==> src/rtl/sprite_draw_scheduler.sv <==
// Arbitrates two sprite-draw requesters and streams the granted sprite from the
// shared image ROM to the VGA adapter, one pixel per cycle, clipping off-screen pixels.
module sprite_draw_scheduler #(
    parameter int SPR_W    = 160,
    parameter int SPR_H    = 120,
    parameter int SCREEN_W = 160,
    parameter int SCREEN_H = 120
) (
    input  logic        clk,
    input  logic        resetn,
    input  logic [1:0]  req,
    input  logic [7:0]  sel0,
    input  logic [7:0]  sel1,
    input  logic [7:0]  x0,
    input  logic [7:0]  x1,
    input  logic [6:0]  y0,
    input  logic [6:0]  y1,
    output logic [1:0]  ack,
    output logic        busy,
    output logic [14:0] mem_addr,
    output logic [7:0]  chip_sel,
    input  logic [2:0]  mem_q,
    output logic [7:0]  vga_x,
    output logic [6:0]  vga_y,
    output logic [2:0]  vga_colour,
    output logic        plot,
    output logic [1:0]  dbg_state
);

    localparam int CW = (SPR_W > 1) ? $clog2(SPR_W) : 1;
    localparam int RW = (SPR_H > 1) ? $clog2(SPR_H) : 1;

    typedef enum logic [1:0] {
        S_IDLE  = 2'd0,
        S_DRAW  = 2'd1,
        S_FLUSH = 2'd2,
        S_DONE  = 2'd3
    } state_t;

    // Handshake: a requester raises req[i] with sel/x/y stable and holds it
    // until the one-cycle ack[i] pulse; any req level seen in IDLE is a new request.

    state_t          r_state;
    state_t          w_next_state;
    logic            r_last_grant;
    logic            r_grant;
    logic [7:0]      r_sel;
    logic [7:0]      r_ox;
    logic [6:0]      r_oy;
    logic [CW-1:0]   r_col;
    logic [RW-1:0]   r_row;
    logic [14:0]     r_mem_addr;
    logic [7:0]      r_chip_sel;
    logic [7:0]      r_vga_x;
    logic [6:0]      r_vga_y;
    logic            r_plot;
    logic            r_pix_v;

    logic            w_grant_id;
    logic            w_last_px;
    logic [8:0]      w_sum_x;
    logic [7:0]      w_sum_y;
    logic            w_in_bounds;

    // On a tie the requester that did not win last time is chosen.
    assign w_grant_id  = (req == 2'b11) ? ~r_last_grant : req[1];
    assign w_last_px   = (r_col == CW'(SPR_W - 1)) && (r_row == RW'(SPR_H - 1));
    assign w_sum_x     = {1'b0, r_ox} + 9'(r_col);
    assign w_sum_y     = {1'b0, r_oy} + 8'(r_row);
    assign w_in_bounds = (w_sum_x < 9'(SCREEN_W)) && (w_sum_y < 8'(SCREEN_H));

    always_ff @(posedge clk) begin
        if (!resetn) begin
            r_state <= S_IDLE;
        end else begin
            r_state <= w_next_state;
        end
    end

    always_comb begin
        w_next_state = r_state;
        case (r_state)
            S_IDLE:  if (req != 2'b00) w_next_state = S_DRAW;
            S_DRAW:  if (w_last_px) w_next_state = S_FLUSH;
            S_FLUSH: w_next_state = S_DONE;
            S_DONE:  w_next_state = S_IDLE;
            default: w_next_state = S_IDLE;
        endcase
    end

    // The pixel coordinates are registered on the same edge the ROM samples the
    // address, so they line up with mem_q in the following cycle.
    always_ff @(posedge clk) begin
        if (!resetn) begin
            r_last_grant <= 1'b1;
            r_grant      <= 1'b0;
            r_sel        <= '0;
            r_ox         <= '0;
            r_oy         <= '0;
            r_col        <= '0;
            r_row        <= '0;
            r_mem_addr   <= '0;
            r_chip_sel   <= '0;
            r_vga_x      <= '0;
            r_vga_y      <= '0;
            r_plot       <= 1'b0;
            r_pix_v      <= 1'b0;
        end else begin
            r_plot  <= 1'b0;
            r_pix_v <= 1'b0;
            case (r_state)
                S_IDLE: begin
                    r_mem_addr <= '0;
                    r_chip_sel <= '0;
                    if (req != 2'b00) begin
                        r_grant    <= w_grant_id;
                        r_sel      <= w_grant_id ? sel1 : sel0;
                        r_ox       <= w_grant_id ? x1 : x0;
                        r_oy       <= w_grant_id ? y1 : y0;
                        r_col      <= '0;
                        r_row      <= '0;
                        r_chip_sel <= w_grant_id ? sel1 : sel0;
                    end
                end
                S_DRAW: begin
                    r_vga_x <= w_sum_x[7:0];
                    r_vga_y <= w_sum_y[6:0];
                    r_pix_v <= 1'b1;
                    r_plot  <= w_in_bounds;
                    if (w_last_px) begin
                        r_chip_sel <= '0;
                    end else begin
                        r_mem_addr <= r_mem_addr + 15'd1;
                        if (r_col == CW'(SPR_W - 1)) begin
                            r_col <= '0;
                            r_row <= r_row + 1'b1;
                        end else begin
                            r_col <= r_col + 1'b1;
                        end
                    end
                end
                S_FLUSH: begin
                end
                S_DONE: begin
                    r_last_grant <= r_grant;
                    r_mem_addr   <= '0;
                end
                default: begin
                end
            endcase
        end
    end

    assign ack        = (r_state == S_DONE) ? (r_grant ? 2'b10 : 2'b01) : 2'b00;
    assign busy       = (r_state != S_IDLE);
    assign mem_addr   = r_mem_addr;
    assign chip_sel   = r_chip_sel;
    assign vga_x      = r_vga_x;
    assign vga_y      = r_vga_y;
    assign vga_colour = r_pix_v ? mem_q : 3'd0;
    assign plot       = r_plot;
    assign dbg_state  = r_state;

endmodule

==> config.mk <==
export PLATFORM = sky130hd
export DESIGN_NAME = sprite_draw_scheduler
export DESIGN_NICKNAME = d
export VERILOG_FILES = /design/src/rtl/sprite_draw_scheduler.sv
export SDC_FILE = /design/constraint.sdc
export NUM_CORES = 1
export LEC_CHECK = 0
export BUFFER_PORTS_ARGS = -buffer_cell sky130_fd_sc_hd__buf_2
export CAP_MARGIN = 40
export CORE_MARGIN = 2
export CORE_UTILIZATION = 41
export DETAILED_ROUTE_END_ITERATION = 6
export PLACE_DENSITY_LB_ADDON = 0.3
export SLEW_MARGIN = 20
export SYNTH_ARGS = -nofsm -noshare
export SYNTH_HDL_FRONTEND = slang
export SYNTH_SLANG_ARGS = --single-unit
==> constraint.sdc <==
create_clock -name clk -period 2 [get_ports clk]
set_input_delay 0.2 -clock clk [delete_from_list [all_inputs] [get_ports clk]]
set_output_delay 0.2 -clock clk [all_outputs]
set_load 0.01 [all_outputs]
**After elaboration in Yosys (flattened, before gate mapping)**

Cells that the tools add are included.
Widths: inputs -> output; s select.

- Flip-flop bits (word level): 74
- Bits of input ports: 53
- Output and inout bits: 47
- Logic and storage cells: 70

- Add/subtract/negate cells: 5
- Order comparisons: 2
- Equality and inequality tests: 10
- Multiplexer cells: 24
- Bitwise operators: 1
- Reduce and logical (&&, ||, !) cells: 15

Operator list:

| operator | count |
|---|---|
| $mux 8 | 7 |
| $pmux 8 s2 | 2 |
| $pmux 15 s2 | 1 |
| $mux 7 | 4 |
| $add 15x1->15 const B | 1 |
| $mux 15 | 1 |
| $pmux 7 s2 | 1 |
| $reduce_and 2->1 | 5 |
| $add 8x8->9 | 1 |
| $lt 9x8->1 const B | 1 |
| $add 7x7->8 | 1 |
| $add 8x1->8 const B | 1 |
| $eq 8x8->1 const B | 1 |
| $lt 8x7->1 const B | 1 |
| $mux 2 | 4 |
| $ne 2x2->1 const B | 4 |
| $pmux 2 s4 | 1 |
| $reduce_bool 2->1 | 4 |
| $add 7x1->7 const B | 1 |
| $eq 7x7->1 const B | 1 |
| $eq 2x2->1 const B | 3 |
| $reduce_and 4->1 | 1 |
| $mux 3 | 1 |
| $reduce_and 3->1 | 1 |
| 6 further kinds | 8 |

**Logic depth before layout (Yosys ltp)**

- Word-level depth: 5
- Mapped depth: 8
- Gate-level depth less buffers: 7

**Least setup slack after synthesis**

No wires, ideal clock.

- Path kind: flip-flop to flip-flop
- From: register r_state[0] (netlist: dbg_state[0])
- To: register r_mem_addr[14] (netlist: mem_addr[14])
- Library setup time: 0.117 ns
- Arrival: 1.979 ns
- Required time: 1.883 ns
- Setup slack: -0.096 ns
- Stages on the path, launching flop included: 8
- Path buffers: 0
- Period minus slack after synthesis: 2.096 ns
- Cells stage by stage: dfxtp_1 > inv_1 > ha_1 > nor2b_4 > or3_4 > a2111oi_1 > xnor2_1 > nor2_1

- Word-level cells in the longest chain between the ends: 4
- Elaborated cells on any way between the ends: 8
- Classes of those cells: 3 x eq/ne; 1 x mux; 4 x reduce/logical

Ends and longest elaborated chain:

| what | RTL line | text |
|---|---|---|
| start: declaration | 43 | `state_t r_state;` |
| start signal: assignment | 76 | `r_state <= w_next_state;` |
| $eq 2x2->1 / $logic_not 2->1 (equally long branches) | 111 | `case (r_state)` |
| $reduce_or 2->1 (no source line) | -- |  |
| $reduce_bool 2->1 (no source line) | -- |  |
| $reduce_and 2->1 (no source line) | -- |  |
| end signal: assignment | 133 | `r_mem_addr <= r_mem_addr + 15'd1;` |
| end: declaration | 52 | `logic [14:0] r_mem_addr;` |

Several ways; a longest one is shown, not always the timed one.
A chain may end at the register's enable or synchronous reset.

**Worst setup path after layout**

- From: register r_col[0]
- To: register r_plot (netlist: plot)

- Word-level cells in the longest chain between the ends: 3

Ends and longest elaborated chain:

| what | RTL line | text |
|---|---|---|
| start: declaration | 50 | `logic [CW-1:0] r_col;` |
| start signal: assignment | 138 | `r_col <= r_col + 1'b1;` |
| $add 8x8->9 | 68 | `assign w_sum_x = {1'b0, r_ox} + 9'(r_col);` |
| $lt 9x8->1 | 70 | `assign w_in_bounds = (w_sum_x < 9'(SCREEN_W)) && (w_sum_y < 8'(SCREEN_H));` |
| $logic_and 1x1->1 | 70 |  |
| end signal: assignment | 129 | `r_plot <= w_in_bounds;` |
| end: declaration | 56 | `logic r_plot;` |

Every way passes these cells.

==> out/results.md <==
Status
• finished clean — outcome

Setup path
• reg -> reg — type of the worst setup path
• plot — RR Endpoint
• ha_4 -> fa_2 -> a211oi_2 -> o21ai_1 -> a32oi_2 -> nor2_1 -> o311a_1 — sequence of cells on the critical path
• 0 — critical path buffer and inverter count
• 3 — CP Max Fanout
• compound AO/OA/AOI/OAI gates — cell family with the largest share of critical-path delay
• plot — timing endpoint of the critical path
• 7 — number of cells on the critical path
• 2.21 ns — Worst Path Arrival
• flip-flop — kind of launch point of the worst setup path
• 0.41 ns — crit-path max cell delay
• 2.23 ns — required time at the worst-slack endpoint
• 7 — R2R depth
• r_col[0] — origin of the worst setup path
• r_col[0] — startpoint of the lowest-slack register-to-register path
• flip-flop — Worst setup EP type
• 0.02 ns — setup slack of the worst register-to-register path
• fa_2 — slowest library cell on the worst path

Power and ir drop
• 0.500 mV — Max IR drop VDD
• 0.00254 µW — Lkg Pwr
• 1080 mW/mm² — power per unit of standard cell area
• 6020 µW — total power of the final layout

Routing
• 3,868 — routed vias
• 4 — detailed-routing iteration count for the pre-antenna-repair pass
• 10,400 µm — Post-Route WL
• 130 — first-iteration detailed-routing DRC count
• 0 — DRC violation count after routing
• 0 — Post-DRT Antenna Nets
• 5.26 — detail-routed via count per cell
• 14.1 µm — wire per inst

Logic synthesis
• 0 — share of synthesized flip-flops with an asynchronous set or reset
• 60 — unique cell type count in the Yosys netlist
• 0 — number of enable flip-flop cells after synthesis
• 0.00424 mm² — cell area after synthesis
• 0 — Yosys warning count
• 464 — number of standard cells after synthesis
• 0.349 — top-area cell type share of the netlist area
• 541 — synthesized netlist net count
• 9.14 µm² — syn avg cell area
• dfxtp_1 — primary flip-flop cell chosen by synthesis mapping
• 0.349 — fraction of the yosys area taken by sequential cells
• 74 — FF+latch count, synth
• dfxtp_1 35%, mux2i_1 8.5%, ha_1 6.5% — Synth area leaders
• dfxtp_1 — area leader, netlist

STA
• 0.00732 ns — final setup skew
• 0.392 ns — worst slew pin tran
• 1.98 ns — clock period minus worst slack
• 0.738 — normalized max-slew margin
• 0 — Final Hold Vio Count
• 0.0230 ns — PnR worst setup slack
• 0.989 — fin crit share
• 0 — Setup violations, final
• yes — setup repair after global routing missed its margin
• 0 — Final Max Slew Viols
• 0.506 GHz — highest clock rate

Clocking
• 0.08 ns — clock edge transition at the registers on the reported setup and hold paths
• 3 — maximum level of the CTS H-tree
• 9 — TritonCTS Buffers
• built — CTS tree
• 0.34 ns — insertion delay of the later-clocked pin in the worst-skew pair
• clkbuf_8 — master cell of the clock root buffer
• 2 — worst-case clock buffer depth
• 74 — number of clock sinks

Global route
• 0.242 — routing usage on met1
• 0 — total congestion overflow
• 3,680 — number of global-route vias before repair
• 0.183 — global-route usage over all layers
• 0 — number of antenna violations at the first check in global routing
• 0.0365 — met3 track demand over resource
• 16,900 µm — first-pass GRT wire length
• met2 — busiest metal layer after global routing
• 31 — pin count of the biggest net entering global routing
• 0.309 — global routing met2 resource utilization

Job
• 0 — number of max-cap violations

Placement
• 99 — number of I/O port buffers
• 7380 µm — total half-perimeter wirelength after legalization and detailed placement
• -0.0808 ns — DP Worst Slack
• 0.827 — Placer Congestion

Min path
• in -> reg — class of the tightest hold or removal check

Layout
• 952 — fill count
• 672 — final net count
• 0 — total inserted antenna cells
• 0.337 — ratio of cells with drive above 1 in the final layout
• 31.8% — area added between synthesis and finish

Floorplan
• 106 µm — die span in y
• 100 — number of top-level design ports
• 0.416 — initial standard-cell utilization of the core
• 37 — row count
• 0.0112 mm² — Die Footprint
• 0.0102 mm² — Core Region
• 106 µm — Die Width

-- registers in the layout, indices dropped and copies added, names as in the netlist, 7 cells and up --
signal	cells
mem_addr	15
chip_sel	8
r_col	8
r_ox	8
vga_x	8
r_oy	7
r_row	7
vga_y	7
-- cell type report --
type                       count  area (µm²)  share of cell area
tap                          136         170              0.0305
multi-input combinational    353        2840               0.509
timing repair buffer         139         833               0.149
clock buffer                  10         128              0.0228
sequential                    74        1490               0.267
clock inverter                 5        56.3              0.0101
inverter                      18        67.6              0.0121
-- report_power, final --
group | internal (µW) | switching [µW]
clock | 568 | 568
combinational | 1330 | 1570
sequential | 1780 | 204
total | 3680 | 2340
-- what timing repair did --
item                       in CTS  in global routing
setup buffers                   3                  8
hold buffers                    0                  0
gates cloned                    0                  1
pin swaps                       9                  9
hold endpoints to repair        0                  0
resized for setup              11                 33
setup endpoints to repair      16                 41
-- metal layers --
layer  vias up  share of wire
met2        69           0.48
met4         0         0.0071
met5         -              0
li1       1955              -
met3         7          0.039
met1      1837           0.48
-- synth_stat cells (2+ instances only) --
cell        n
a2111oi_1   3
a211oi_1   19
a21boi_0    3
a21boi_1    6
a21o_1     11
a21oi_1     6
a31oi_1     3
a32oi_1     2
and2_1     17
and3_1      5
and4_1      2
buf_1       2
buf_2       5
clkbuf_1   11
dfxtp_1    74
fa_1        2
ha_1       22
inv_1      17
mux2i_1    36
nand2_1    41
nand2b_1    2
nand3_1    10
nand3b_1    3
nand4_1     5
nor2_1     32
nor2b_1    13
nor3_1      2
nor3b_1     3
o2111ai_1   2
o211a_1    18
o21a_1      6
o21ai_0    14
o21ai_1     5
o22ai_1    10
o2bb2ai_1   2
o311a_1     2
or2_1       2
or2_2       2
or3_4       2
or3b_2      2
xnor2_1    21
-- stage by stage --
step,utilization,area [µm²],TNS [ns],hold WS [ns],std cells
4_1_cts,0.524,5340,0,0.181,728
6_report,0.549,5590,0,0.194,735
5_1_grt,0.549,5590,-0.338,0.204,735
3_5_place_dp,0.500,5090,-0.134,0.475,710
2_1_floorplan,-,4250,-0.145,0.349,464
3_3_place_gp,0.500,5090,-0.0343,0.464,710
-- placed cells by master (no fill, tap or decap), types with 9 or more instances in the layout --
cell type	n
o22ai_1	9
inv_1	17
nor2_1	30
a21o_1	11
nand2_1	39
o211a_1	18
a211oi_1	15
dfxtp_1	68
buf_2	99
nand3_1	10
xnor2_1	21
clkbuf_8	9
mux2i_1	36
nor2b_1	13
buf_4	36
and2_1	17
ha_1	15
o21ai_0	12
-- cell families (layout without fill, tap and decap cells) --
logic type | count (synthesis) | after routing | synth area share
compound gates | 120 | 120 | 0.216
xor+xnor | 21 | 21 | 0.0434
fa+ha+maj | 24 | 24 | 0.0744
buf+inv | 37 | 172 | 0.0351
flops | 74 | 74 | 0.349
mux | 36 | 36 | 0.0850
simple gates | 152 | 152 | 0.196
-- worst min-delay path by stage --
| stage | start | end | slack, ns | cells past startpoint |
|---|---|---|---|---|
| 3_3_place_gp | vga_x[5] | vga_x[5] | 0.46 | 2 |
| 6_report | resetn | r_last_grant | 0.19 | 2 |
| 4_1_cts | resetn | r_last_grant | 0.18 | 2 |
| 3_5_place_dp | vga_y[2] | vga_y[2] | 0.47 | 1 |
| 5_1_grt | resetn | r_last_grant | 0.20 | 2 |
| 2_1_floorplan | resetn | r_pix_v | 0.35 | 1 |
No activity file was read; power rests on OpenSTA's default activity.
